[src/rtl/alu_exec_ctrl_if.sv]
`default_nettype none
// ============================================================================
// Module   : alu_exec_ctrl_if
// Brief    : Upstream, ALU-side and downstream signals of the execute sequencer.
// Revision : 1.0
// ============================================================================
interface alu_exec_ctrl_if #(
    parameter int WIDTH = 24
);
    logic             in_valid;
    logic             in_ready;
    logic [1:0]       alu_op;
    logic [3:0]       funct;
    logic [WIDTH-1:0] reg_a;
    logic [WIDTH-1:0] reg_b;
    logic [4:0]       sh_amt;
    logic [2:0]       op;
    logic             binvert;
    logic             cin;
    logic [WIDTH-1:0] alu_a;
    logic [WIDTH-1:0] alu_b;
    logic [WIDTH-1:0] alu_result;
    logic             out_valid;
    logic             out_ready;
    logic [WIDTH-1:0] result;
    logic             zero;
    logic             overflow;
    logic             illegal;

    modport master (
        output in_valid, alu_op, funct, reg_a, reg_b, sh_amt, alu_result, out_ready,
        input  in_ready, op, binvert, cin, alu_a, alu_b, out_valid, result, zero,
               overflow, illegal
    );

    modport slave (
        input  in_valid, alu_op, funct, reg_a, reg_b, sh_amt, alu_result, out_ready,
        output in_ready, op, binvert, cin, alu_a, alu_b, out_valid, result, zero,
               overflow, illegal
    );
endinterface
`default_nettype wire

[src/rtl/alu_exec_ctrl.sv]
`default_nettype none
// ============================================================================
// Module   : alu_exec_ctrl
// Brief    : Execute-stage sequencer for the sliced ALU; optional logical
//            shifts are built when ALU_SHIFT_EN is defined.
// Revision : 1.0
// ============================================================================
module alu_exec_ctrl #(
    parameter int WIDTH = 24
) (
    input  wire logic      clk,
    input  wire logic      rst,
    alu_exec_ctrl_if.slave bus
);
    localparam logic [2:0] c_OP_AND = 3'b000;
    localparam logic [2:0] c_OP_OR  = 3'b001;
    localparam logic [2:0] c_OP_ADD = 3'b010;
    localparam logic [2:0] c_OP_SLT = 3'b011;
    localparam logic [2:0] c_OP_XOR = 3'b100;

    localparam logic [1:0] c_K_ALU = 2'd0;
    localparam logic [1:0] c_K_ILL = 2'd3;
`ifdef ALU_SHIFT_EN
    localparam logic [1:0] c_K_SLL = 2'd1;
    localparam logic [1:0] c_K_SRL = 2'd2;
`endif

    localparam logic [1:0] c_OV_NONE = 2'd0;
    localparam logic [1:0] c_OV_ADD  = 2'd1;
    localparam logic [1:0] c_OV_SUB  = 2'd2;

    typedef enum logic [1:0] {
        S_IDLE  = 2'd0,
        S_EXEC  = 2'd1,
        S_SHIFT = 2'd2,
        S_DONE  = 2'd3
    } state_t;

    state_t           r_state;
    logic             r_in_ready;
    logic             r_out_valid;
    logic [WIDTH-1:0] r_a;
    logic [WIDTH-1:0] r_b;
    logic [2:0]       r_op;
    logic             r_binv;
    logic             r_cin;
    logic [1:0]       r_ovf_mode;
    logic [WIDTH-1:0] r_result;
    logic             r_zero;
    logic             r_overflow;
    logic             r_illegal;

    logic [2:0]       w_op;
    logic             w_binv;
    logic             w_cin;
    logic [1:0]       w_kind;
    logic [1:0]       w_ovf_mode;
    logic             w_b_sign;
    logic             w_ovf;

    always_comb begin
        w_op       = c_OP_AND;
        w_binv     = 1'b0;
        w_cin      = 1'b0;
        w_kind     = c_K_ILL;
        w_ovf_mode = c_OV_NONE;
        case (bus.alu_op)
            2'b00: begin
                w_op = c_OP_ADD; w_kind = c_K_ALU; w_ovf_mode = c_OV_ADD;
            end
            2'b01: begin
                w_op = c_OP_ADD; w_binv = 1'b1; w_cin = 1'b1;
                w_kind = c_K_ALU; w_ovf_mode = c_OV_SUB;
            end
            2'b10: begin
                case (bus.funct)
                    4'b0000: begin
                        w_op = c_OP_ADD; w_kind = c_K_ALU; w_ovf_mode = c_OV_ADD;
                    end
                    4'b0001: begin
                        w_op = c_OP_ADD; w_binv = 1'b1; w_cin = 1'b1;
                        w_kind = c_K_ALU; w_ovf_mode = c_OV_SUB;
                    end
                    4'b0010: begin w_op = c_OP_AND; w_kind = c_K_ALU; end
                    4'b0011: begin w_op = c_OP_OR;  w_kind = c_K_ALU; end
                    4'b0100: begin w_op = c_OP_XOR; w_kind = c_K_ALU; end
                    4'b0101: begin
                        w_op = c_OP_SLT; w_binv = 1'b1; w_cin = 1'b1; w_kind = c_K_ALU;
                    end
`ifdef ALU_SHIFT_EN
                    4'b1000: w_kind = c_K_SLL;
                    4'b1001: w_kind = c_K_SRL;
`endif
                    default: w_kind = c_K_ILL;
                endcase
            end
            default: w_kind = c_K_ILL;
        endcase
    end

    // Subtraction feeds ~B into the adder, so its sign bit is flipped before the add rule.
    assign w_b_sign = (r_ovf_mode == c_OV_SUB) ? ~r_b[WIDTH-1] : r_b[WIDTH-1];
    assign w_ovf    = (r_ovf_mode != c_OV_NONE) && (r_a[WIDTH-1] == w_b_sign) &&
                      (bus.alu_result[WIDTH-1] != r_a[WIDTH-1]);

`ifdef ALU_SHIFT_EN
    logic [WIDTH-1:0] r_sh;
    logic [4:0]       r_cnt;
    logic             r_dir;
    logic [WIDTH-1:0] w_sh_next;
    logic [4:0]       w_cnt_init;

    assign w_sh_next  = r_dir ? (r_sh >> 1) : (r_sh << 1);
    assign w_cnt_init = (32'(bus.sh_amt) > 32'(WIDTH)) ? 5'(WIDTH) : bus.sh_amt;
`endif

    always_ff @(posedge clk) begin
        if (rst) begin
            r_state     <= S_IDLE;
            r_in_ready  <= 1'b1;
            r_out_valid <= 1'b0;
            r_a         <= '0;
            r_b         <= '0;
            r_op        <= c_OP_AND;
            r_binv      <= 1'b0;
            r_cin       <= 1'b0;
            r_ovf_mode  <= c_OV_NONE;
            r_result    <= '0;
            r_zero      <= 1'b0;
            r_overflow  <= 1'b0;
            r_illegal   <= 1'b0;
`ifdef ALU_SHIFT_EN
            r_sh        <= '0;
            r_cnt       <= '0;
            r_dir       <= 1'b0;
`endif
        end else begin
            case (r_state)
                S_IDLE: begin
                    if (bus.in_valid && r_in_ready) begin
                        r_a        <= bus.reg_a;
                        r_b        <= bus.reg_b;
                        r_in_ready <= 1'b0;
                        r_ovf_mode <= w_ovf_mode;
                        case (w_kind)
                            c_K_ALU: begin
                                r_op    <= w_op;
                                r_binv  <= w_binv;
                                r_cin   <= w_cin;
                                r_state <= S_EXEC;
                            end
`ifdef ALU_SHIFT_EN
                            c_K_SLL, c_K_SRL: begin
                                r_sh  <= bus.reg_a;
                                r_dir <= (w_kind == c_K_SRL);
                                r_cnt <= w_cnt_init;
                                if (bus.sh_amt == 5'd0) begin
                                    r_result    <= bus.reg_a;
                                    r_zero      <= (bus.reg_a == '0);
                                    r_overflow  <= 1'b0;
                                    r_illegal   <= 1'b0;
                                    r_out_valid <= 1'b1;
                                    r_state     <= S_DONE;
                                end else begin
                                    r_state <= S_SHIFT;
                                end
                            end
`endif
                            default: begin
                                r_result    <= '0;
                                r_zero      <= 1'b1;
                                r_overflow  <= 1'b0;
                                r_illegal   <= 1'b1;
                                r_out_valid <= 1'b1;
                                r_state     <= S_DONE;
                            end
                        endcase
                    end
                end
                S_EXEC: begin
                    r_result    <= bus.alu_result;
                    r_zero      <= (bus.alu_result == '0);
                    r_overflow  <= w_ovf;
                    r_illegal   <= 1'b0;
                    r_op        <= c_OP_AND;
                    r_binv      <= 1'b0;
                    r_cin       <= 1'b0;
                    r_out_valid <= 1'b1;
                    r_state     <= S_DONE;
                end
`ifdef ALU_SHIFT_EN
                S_SHIFT: begin
                    r_sh  <= w_sh_next;
                    r_cnt <= r_cnt - 5'd1;
                    if (r_cnt == 5'd1) begin
                        r_result    <= w_sh_next;
                        r_zero      <= (w_sh_next == '0);
                        r_overflow  <= 1'b0;
                        r_illegal   <= 1'b0;
                        r_out_valid <= 1'b1;
                        r_state     <= S_DONE;
                    end
                end
`endif
                S_DONE: begin
                    if (bus.out_ready) begin
                        r_out_valid <= 1'b0;
                        r_in_ready  <= 1'b1;
                        r_state     <= S_IDLE;
                    end
                end
                default: r_state <= S_IDLE;
            endcase
        end
    end

    assign bus.in_ready  = r_in_ready;
    assign bus.out_valid = r_out_valid;
    assign bus.op        = r_op;
    assign bus.binvert   = r_binv;
    assign bus.cin       = r_cin;
    assign bus.alu_a     = r_a;
    assign bus.alu_b     = r_b;
    assign bus.result    = r_result;
    assign bus.zero      = r_zero;
    assign bus.overflow  = r_overflow;
    assign bus.illegal   = r_illegal;
endmodule
`default_nettype wire

[src/flat_wrapper.sv]
// flat-port wrapper written by rule: the top's interface ports become plain ports
module alu_exec_ctrl_flat 
#(
    parameter int WIDTH = 24
)
  (clk, rst, bus_in_valid, bus_alu_op, bus_funct, bus_reg_a, bus_reg_b, bus_sh_amt, bus_alu_result, bus_out_ready, bus_in_ready, bus_op, bus_binvert, bus_cin, bus_alu_a, bus_alu_b, bus_out_valid, bus_result, bus_zero, bus_overflow, bus_illegal);
  alu_exec_ctrl_if #(.WIDTH(WIDTH)) bus_i ();
  input  wire logic clk;
  input  wire logic rst;
  input wire logic [$bits(bus_i.in_valid)-1:0] bus_in_valid;
  input wire logic [$bits(bus_i.alu_op)-1:0] bus_alu_op;
  input wire logic [$bits(bus_i.funct)-1:0] bus_funct;
  input wire logic [$bits(bus_i.reg_a)-1:0] bus_reg_a;
  input wire logic [$bits(bus_i.reg_b)-1:0] bus_reg_b;
  input wire logic [$bits(bus_i.sh_amt)-1:0] bus_sh_amt;
  input wire logic [$bits(bus_i.alu_result)-1:0] bus_alu_result;
  input wire logic [$bits(bus_i.out_ready)-1:0] bus_out_ready;
  output wire logic [$bits(bus_i.in_ready)-1:0] bus_in_ready;
  output wire logic [$bits(bus_i.op)-1:0] bus_op;
  output wire logic [$bits(bus_i.binvert)-1:0] bus_binvert;
  output wire logic [$bits(bus_i.cin)-1:0] bus_cin;
  output wire logic [$bits(bus_i.alu_a)-1:0] bus_alu_a;
  output wire logic [$bits(bus_i.alu_b)-1:0] bus_alu_b;
  output wire logic [$bits(bus_i.out_valid)-1:0] bus_out_valid;
  output wire logic [$bits(bus_i.result)-1:0] bus_result;
  output wire logic [$bits(bus_i.zero)-1:0] bus_zero;
  output wire logic [$bits(bus_i.overflow)-1:0] bus_overflow;
  output wire logic [$bits(bus_i.illegal)-1:0] bus_illegal;
  assign bus_i.in_valid = bus_in_valid;
  assign bus_i.alu_op = bus_alu_op;
  assign bus_i.funct = bus_funct;
  assign bus_i.reg_a = bus_reg_a;
  assign bus_i.reg_b = bus_reg_b;
  assign bus_i.sh_amt = bus_sh_amt;
  assign bus_i.alu_result = bus_alu_result;
  assign bus_i.out_ready = bus_out_ready;
  assign bus_in_ready = bus_i.in_ready;
  assign bus_op = bus_i.op;
  assign bus_binvert = bus_i.binvert;
  assign bus_cin = bus_i.cin;
  assign bus_alu_a = bus_i.alu_a;
  assign bus_alu_b = bus_i.alu_b;
  assign bus_out_valid = bus_i.out_valid;
  assign bus_result = bus_i.result;
  assign bus_zero = bus_i.zero;
  assign bus_overflow = bus_i.overflow;
  assign bus_illegal = bus_i.illegal;
  alu_exec_ctrl #(.WIDTH(WIDTH)) u_core (.clk(clk), .rst(rst), .bus(bus_i));
endmodule
[config.mk]
export PLATFORM = sky130hd
export DESIGN_NAME = alu_exec_ctrl_flat
export DESIGN_NICKNAME = d
export VERILOG_FILES = /design/src/rtl/alu_exec_ctrl_if.sv /design/src/rtl/alu_exec_ctrl.sv /design/src/flat_wrapper.sv
export SDC_FILE = /design/constraint.sdc
export NUM_CORES = 1
export LEC_CHECK = 0
export CAP_MARGIN = 25
export CELL_PAD_IN_SITES_DETAIL_PLACEMENT = 0
export CELL_PAD_IN_SITES_GLOBAL_PLACEMENT = 1
export CORE_MARGIN = 2
export CORE_UTILIZATION = 39
export CTS_CLUSTER_DIAMETER = 200
export DETAILED_ROUTE_END_ITERATION = 10
export DONT_BUFFER_PORTS = 1
export GPL_TIMING_DRIVEN = 0
export PLACE_DENSITY = 0.73
export SYNTH_ARGS = -nofsm -noshare
export SYNTH_HDL_FRONTEND = slang
export SYNTH_SLANG_ARGS = --single-unit
[constraint.sdc]
create_clock -name clk -period 1.7 [get_ports clk]
set_clock_uncertainty 0.15 [all_clocks]
set_input_delay 0.17 -clock clk [delete_from_list [all_inputs] [get_ports clk]]
set_output_delay 0.17 -clock clk [all_outputs]
set_load 0.005 [all_outputs]
# Yosys cells after proc, flatten, opt, wreduce, memory -nomap -nowiden
# Cells that the tools add are included.
dict set report word_totals {
  ff_bits 85
  word_cells 85
  in_bits 87
}
dict set report op_classes {
  n_eq_ne 16
  n_reduce_logical 22
  mux 34
  bitwise 1
}
# operator n
set ops {}
lappend ops {{$mux 24} 2}
lappend ops {{$pmux 24 s2} 1}
lappend ops {{$logic_not 24->1} 1}
lappend ops {{$pmux 1 s2} 6}
lappend ops {{$pmux 2 s3} 2}
lappend ops {{$pmux 3 s2} 2}
lappend ops {{$pmux 3 s4} 1}
lappend ops {{$mux 1} 11}
lappend ops {{$reduce_and 3->1} 3}
lappend ops {{$eq 4x2->1 const B} 2}
lappend ops {{$eq 4x3->1 const B} 2}
lappend ops {{$mux 2} 4}
lappend ops {{$pmux 2 s2} 2}
lappend ops {{$eq 2x2->1 const B} 3}
lappend ops {{$logic_not 2->1} 3}
lappend ops {{$mux 3} 2}
lappend ops {{$ne 2x2->1 const B} 3}
lappend ops {{$reduce_bool 2->1} 3}
lappend ops {{$reduce_or 2->1} 3}
lappend ops {{$reduce_or 6->1} 1}
lappend ops {{$eq 2x1->1 const B} 2}
lappend ops {{$eq 4x1->1 const B} 1}
lappend ops {{$logic_not 4->1} 1}
lappend ops {{$reduce_and 2->1} 2}
lappend ops {{other kinds (8)} 10}

# Longest topological paths before layout
dict set report logic_depth {
  depth_word 8
  ltp_mapped 7
  ltp_nobuf 6
}

# Worst setup path after synthesis
# Ideal clock, no wire load.
dict set report synth_timing {
  path_kind {input-to-reg}
  startpoint {input port bus_alu_op[0]}
  endpoint {register u_core.r_op[0] (netlist: u_core.bus.op[0])}
  arrival_time_ns 1.447
  setup_ns 0.070
  t_required_ns 1.480
  path_slack_ns 0.033
  path_buffers 0
  path_stages 6
  cell_sequence {inv_1 ha_1 nor3_1 a211o_1 or4_1 a21oi_1}
}
dict set report synth_between {
  elab_chain_cells 6
  elab_cells_between_ends 12
  classes_between {3 x eq/ne; 5 x mux; 4 x reduce/logical}
}
# element line
set synth_lines {}
lappend synth_lines {{start, declared} flat_wrapper.sv:11} ;# input wire logic [$bits(bus_i.alu_op)-1:0] bus_alu_op;
lappend synth_lines {{$eq 2x1->1 / $logic_not 2->1 (equally long branches)} alu_exec_ctrl.sv:67} ;# case (bus.alu_op)
lappend synth_lines {{$reduce_or 2->1 (no source line)} n/a}
lappend synth_lines {{$pmux 3 s2 / $pmux 2 s2 (equally long branches)} alu_exec_ctrl.sv:67}
lappend synth_lines {{$mux 3 / $logic_not 2->1 (equally long branches)} alu_exec_ctrl.sv:145} ;# case (w_kind)
lappend synth_lines {{$mux 3 / $ne 2x2->1 (equally long branches)} n/a}
lappend synth_lines {{$pmux 3 s2 / $reduce_and 3->1 (equally long branches)} n/a}
lappend synth_lines {{end signal, assigned} alu_exec_ctrl.sv:124} ;# r_op <= c_OP_AND;
lappend synth_lines {{end signal, assigned} alu_exec_ctrl.sv:147} ;# r_op <= w_op;
lappend synth_lines {{end signal, assigned} alu_exec_ctrl.sv:185} ;# r_op <= c_OP_AND;
lappend synth_lines {{end, declared} alu_exec_ctrl.sv:44} ;# logic [2:0] r_op;
# Several ways; a longest one is shown, not always the timed one. The select of a mux whose other input is x is not followed.
# A chain may end at the register's enable or synchronous reset.

# Worst setup path in the final report
dict set report layout_timing {
  startpoint {register u_core.r_state[1]}
  endpoint {register u_core.r_result[17] (netlist: u_core.bus.result[17])}
}
dict set report layout_between {
  elab_chain_cells 3
  elab_cells_between_ends 7
  classes_between {3 x eq/ne; 1 x mux; 3 x reduce/logical}
}
# element line
set layout_lines {}
lappend layout_lines {{start, declared} alu_exec_ctrl.sv:39} ;# state_t r_state;
lappend layout_lines {{start signal, assigned} alu_exec_ctrl.sv:119} ;# r_state <= S_IDLE;
lappend layout_lines {{start signal, assigned} alu_exec_ctrl.sv:150} ;# r_state <= S_EXEC;
lappend layout_lines {{start signal, assigned} alu_exec_ctrl.sv:175} ;# r_state <= S_DONE;
lappend layout_lines {{$logic_not 2->1 / $eq 2x1->1 (equally long branches)} alu_exec_ctrl.sv:138} ;# case (r_state)
lappend layout_lines {{$ne 2x2->1 (no source line) (tied with other cells)} n/a}
lappend layout_lines {{$reduce_and 3->1 (no source line)} n/a}
lappend layout_lines {{end signal, assigned} alu_exec_ctrl.sv:181} ;# r_result <= bus.alu_result;
lappend layout_lines {{end, declared} alu_exec_ctrl.sv:48} ;# logic [WIDTH-1:0] r_result;
# Several ways; a longest one is shown, not always the timed one.

==> qor.csv <==
stage,metric,value,unit
run_status,status,finished with violations,
run_status,violations,negative setup slack,
grt,grt_max_degree,16,
pwr,p_per_area,1004,mW/mm2
final_layout,drive_above_1_share,0.1180,
final_layout,insertedDiodeCount,0,
route,wire_per_inst,16.95,um
setup_path,r2r-end,u_core.bus.result[17]$_SDFFE_PP0P_,
setup_path,critical_path_required,1.78,ns
hold_path,hold_class,input pin to register,
final_layout,areaGrowthSynthToFinish,42.30,%
logic_synthesis,synth_nets,451,
timing,min_period,1.759,ns
placement,dp.cells,462,
logic_synthesis,synth_ff_type,dfxtp_1,
grt,grt_overflow_total,0,
timing,worstMarginPinSlew,0.5614,ns
logic_synthesis,syn_inst,360,
pwr,leakage,1.686,nW
grt,grt_pass1_wl,14700,um
timing,max_slew_margin,0.6229,
setup_path,start_kind,register,
logic_synthesis,syn_area_per_cell,8.710,um2
grt,grt_util_met2,0.3759,
logic_synthesis,netlist_area,0.003136,mm2
logic_synthesis,ys_seq_elements,85,
clock_network,cts_made_buffers,9,
timing,setup_ws,-0.05854,ns
timing,rsz0062_at_grt,true,
grt,grt_use_total,0.2132,
clock_network,clk_latency,0.34,ns
grt,grt_antenna_before_repair,0,
clock_network,clk_pin_slew,0.09,ns
route,viasPerCell,5.276,
placement,dpl.hpwl,6103,um
hold_path,whs_endpoint,u_core.r_ovf_mode[1]$_SDFFE_PP0P_,
timing,fmax,568.7,MHz
timing,setup_violations,23,
setup_path,arrival,1.84,ns
route,first_pass_iters,4,
setup_path,r2r-start,u_core.r_state[1]$_SDFFE_PP0P_,
pwr,max-vdd-ir-drop,0.5208,mV
final_layout,fin_cells,568,
logic_synthesis,synth.top_cell.area_share,0.5427,
timing,fin_tns_setup,-0.8283,ns
logic_synthesis,ys_warn_count,0,
route,drt_iter0_drc,98,
floorplan,die_w,93.67,um
route,ant_nets,0,
placement,pre_cts_ws,-0.3280,ns
clock_network,cts_htree_levels,3,
setup_path,reg2reg_slack,-0.06,ns
hold_path,worstHoldPathCells,3,
route,route.detailed.drc,0,
floorplan,num_rows,32,
flow_run,cap_violations,0,
placement,port_buffers,0,
setup_path,worst-path-max-fanout,10,
logic_synthesis,yosys.area.top_type,dfxtp_1,
setup_path,path_class,register to register,
grt,first_global_vias,3045,
logic_synthesis,async_flop_share,0,
grt,gr-max-usage-layer,met2,
timing,slew_violations,0,
clock_network,cts_sinks,85,
logic_synthesis,synth-edff-count,0,
clock_network,cts_tree,built,
timing,finalHoldViolCount,0,
grt,grt_util_met1,0.2319,
floorplan,dieArea,0.008773,mm2
placement,placed_cell_area,0.003263,mm2
timing,min_period_over_period,1.034,
route,vias,2997,
floorplan,initial_core_util,0.4037,
floorplan,coreArea,0.007767,mm2
logic_synthesis,seq_area_frac_synth,0.5427,
clock_network,cts-root-buf,clkbuf_8,
grt,grt_use_met3,0.06982,
pwr,power,4.478,mW
final_layout,nets,552,
route,route.final.wire_length,9625,um
placement,gp_congestion,0.7695,
clock_network,cts_max_path_buffers,2,
floorplan,ioPinCount,169,
setup_path,r2r_cells,6,
final_layout,fill_cells,670,
hold_path,min_from,bus_alu_op[1],
floorplan,die_y,93.67,um
setup_path,crit_path_end_kind,register,
logic_synthesis,yosys-top-cells-area,"dfxtp_1, nand2_1, a21oi_1, a22o_1, clkbuf_1",
final_layout,final_cell_area,0.004462,mm2
logic_synthesis,synth_cell_type_count,37,
## critical path, cell delays in order, from the launching register on
cell	delay [ns]
dfxtp_2	0.34
nand3b_1	0.22
buf_6	0.17
a211oi_4	0.28
nor3_4	0.13
buf_6	0.16
a22o_1	0.18
## cells in the final DEF, fill, tap and decap left out, drive strengths merged, types with 6 or more instances in the layout
cell,Yosys,routed
a21oi,59,59
nand2,104,104
nor4,7,7
dfxtp,85,85
nor2,6,6
a22o,25,25
buf,5,19
dlygate4sd3,0,81
nor2b,6,6
clkbuf,18,23
## repair_timing
action,CTS,global route
endpoints found under the setup margin,73,78
endpoints found under the hold margin,82,0
gates cloned,1,0
buffers inserted,4,5
pin swaps,5,5
hold buffers,81,0
gates resized for setup,26,22
## per-stage QoR
step	util	hold slack [ns]
2_1_floorplan	-	0.1527
3_3_place_gp	0.4201	0.1551
3_5_place_dp	0.4201	0.1559
4_1_cts	0.5636	0.007677
5_1_grt	0.5744	0.03524
6_report	0.5744	0.03581
## how the worst max path moves through the flow
stage,start,endpoint,slack [ns]
after floorplan,bus_alu_op[0],u_core.bus.op[0]$_SDFFE_PP0P_,0.03
after CTS,u_core.r_state[1]$_SDFFE_PP0P_,u_core.bus.result[5]$_SDFFE_PP0P_,-0.04
after detailed placement,u_core.r_state[1]$_SDFFE_PP0P_,u_core.r_ovf_mode[1]$_SDFFE_PP0P_,-0.33
after global placement,u_core.r_state[1]$_SDFFE_PP0P_,u_core.r_ovf_mode[1]$_SDFFE_PP0P_,-0.34
final,u_core.r_state[1]$_SDFFE_PP0P_,u_core.bus.result[17]$_SDFFE_PP0P_,-0.06
after global routing,u_core.r_state[1]$_SDFFE_PP0P_,u_core.bus.result[17]$_SDFFE_PP0P_,-0.11
## report_power, final
part | total (mW) | internal (mW) | switching, mW
clock network | 1.47 | 0.727 | 0.748
registers | 2.27 | 2.14 | 0.131
logic | 0.729 | 0.363 | 0.366
## cells in the mapped netlist, drive strengths merged (2+ instances only)
cell type and n:
buf 5, inv 4, dfxtp 85, nand2 104, clkbuf 18, nand2b 2, o21ai 4, a211oi 3
nor2 6, nor4 7, ha 4, nand3 5, nor2b 6, a22o 25, a21oi 59, nor3 5
## cells by family (layout without fill, tap and decap cells)
family	count (synthesis)	in the layout	share of synthesized area
buffers and inverters	27	133	0.03471
AOI/OAI and AO/OA	103	103	0.2107
DFF	85	85	0.5427
and+or+nand+nor	140	140	0.1931
xor gates and xnor gates	1	1	0.002794
adders and majority gates	4	4	0.01596
## flip-flops by register name, indices dropped and copies added, names as in the netlist
| register | cells |
|---|---|
| u_core.bus.alu_a | 24 |
| u_core.bus.alu_b | 24 |
| u_core.bus.result | 24 |
| u_core.bus.op | 3 |
| u_core.r_ovf_mode | 2 |
| u_core.r_state | 2 |
| u_core.bus.binvert | 1 |
| u_core.bus.illegal | 1 |
| u_core.bus.in_ready | 1 |
| u_core.bus.out_valid | 1 |
| u_core.bus.overflow | 1 |
| u_core.bus.zero | 1 |
## layout make-up
type / instances / area, um2 / area share
Clock inverter: 6 / 70.07 / 0.01570
Clock buffer: 10 / 137.6 / 0.03085
Multi-Input combinational cell: 248 / 1379 / 0.3090
Tap cell: 102 / 127.6 / 0.02860
Inverter: 4 / 15.01 / 0.003365
Timing Repair Buffer: 91 / 893.4 / 0.2002
Sequential cell: 85 / 1705 / 0.3822
Buffer: 22 / 133.9 / 0.03001
## per-layer routing
metal | vias to the layer above | routed length, um
met4 | 0 | 240
li1 | 1447 | -
met5 | - | 0
met2 | 143 | 4789
met3 | 22 | 848
met1 | 1385 | 3746
Power figures use the tool's default switching activity.
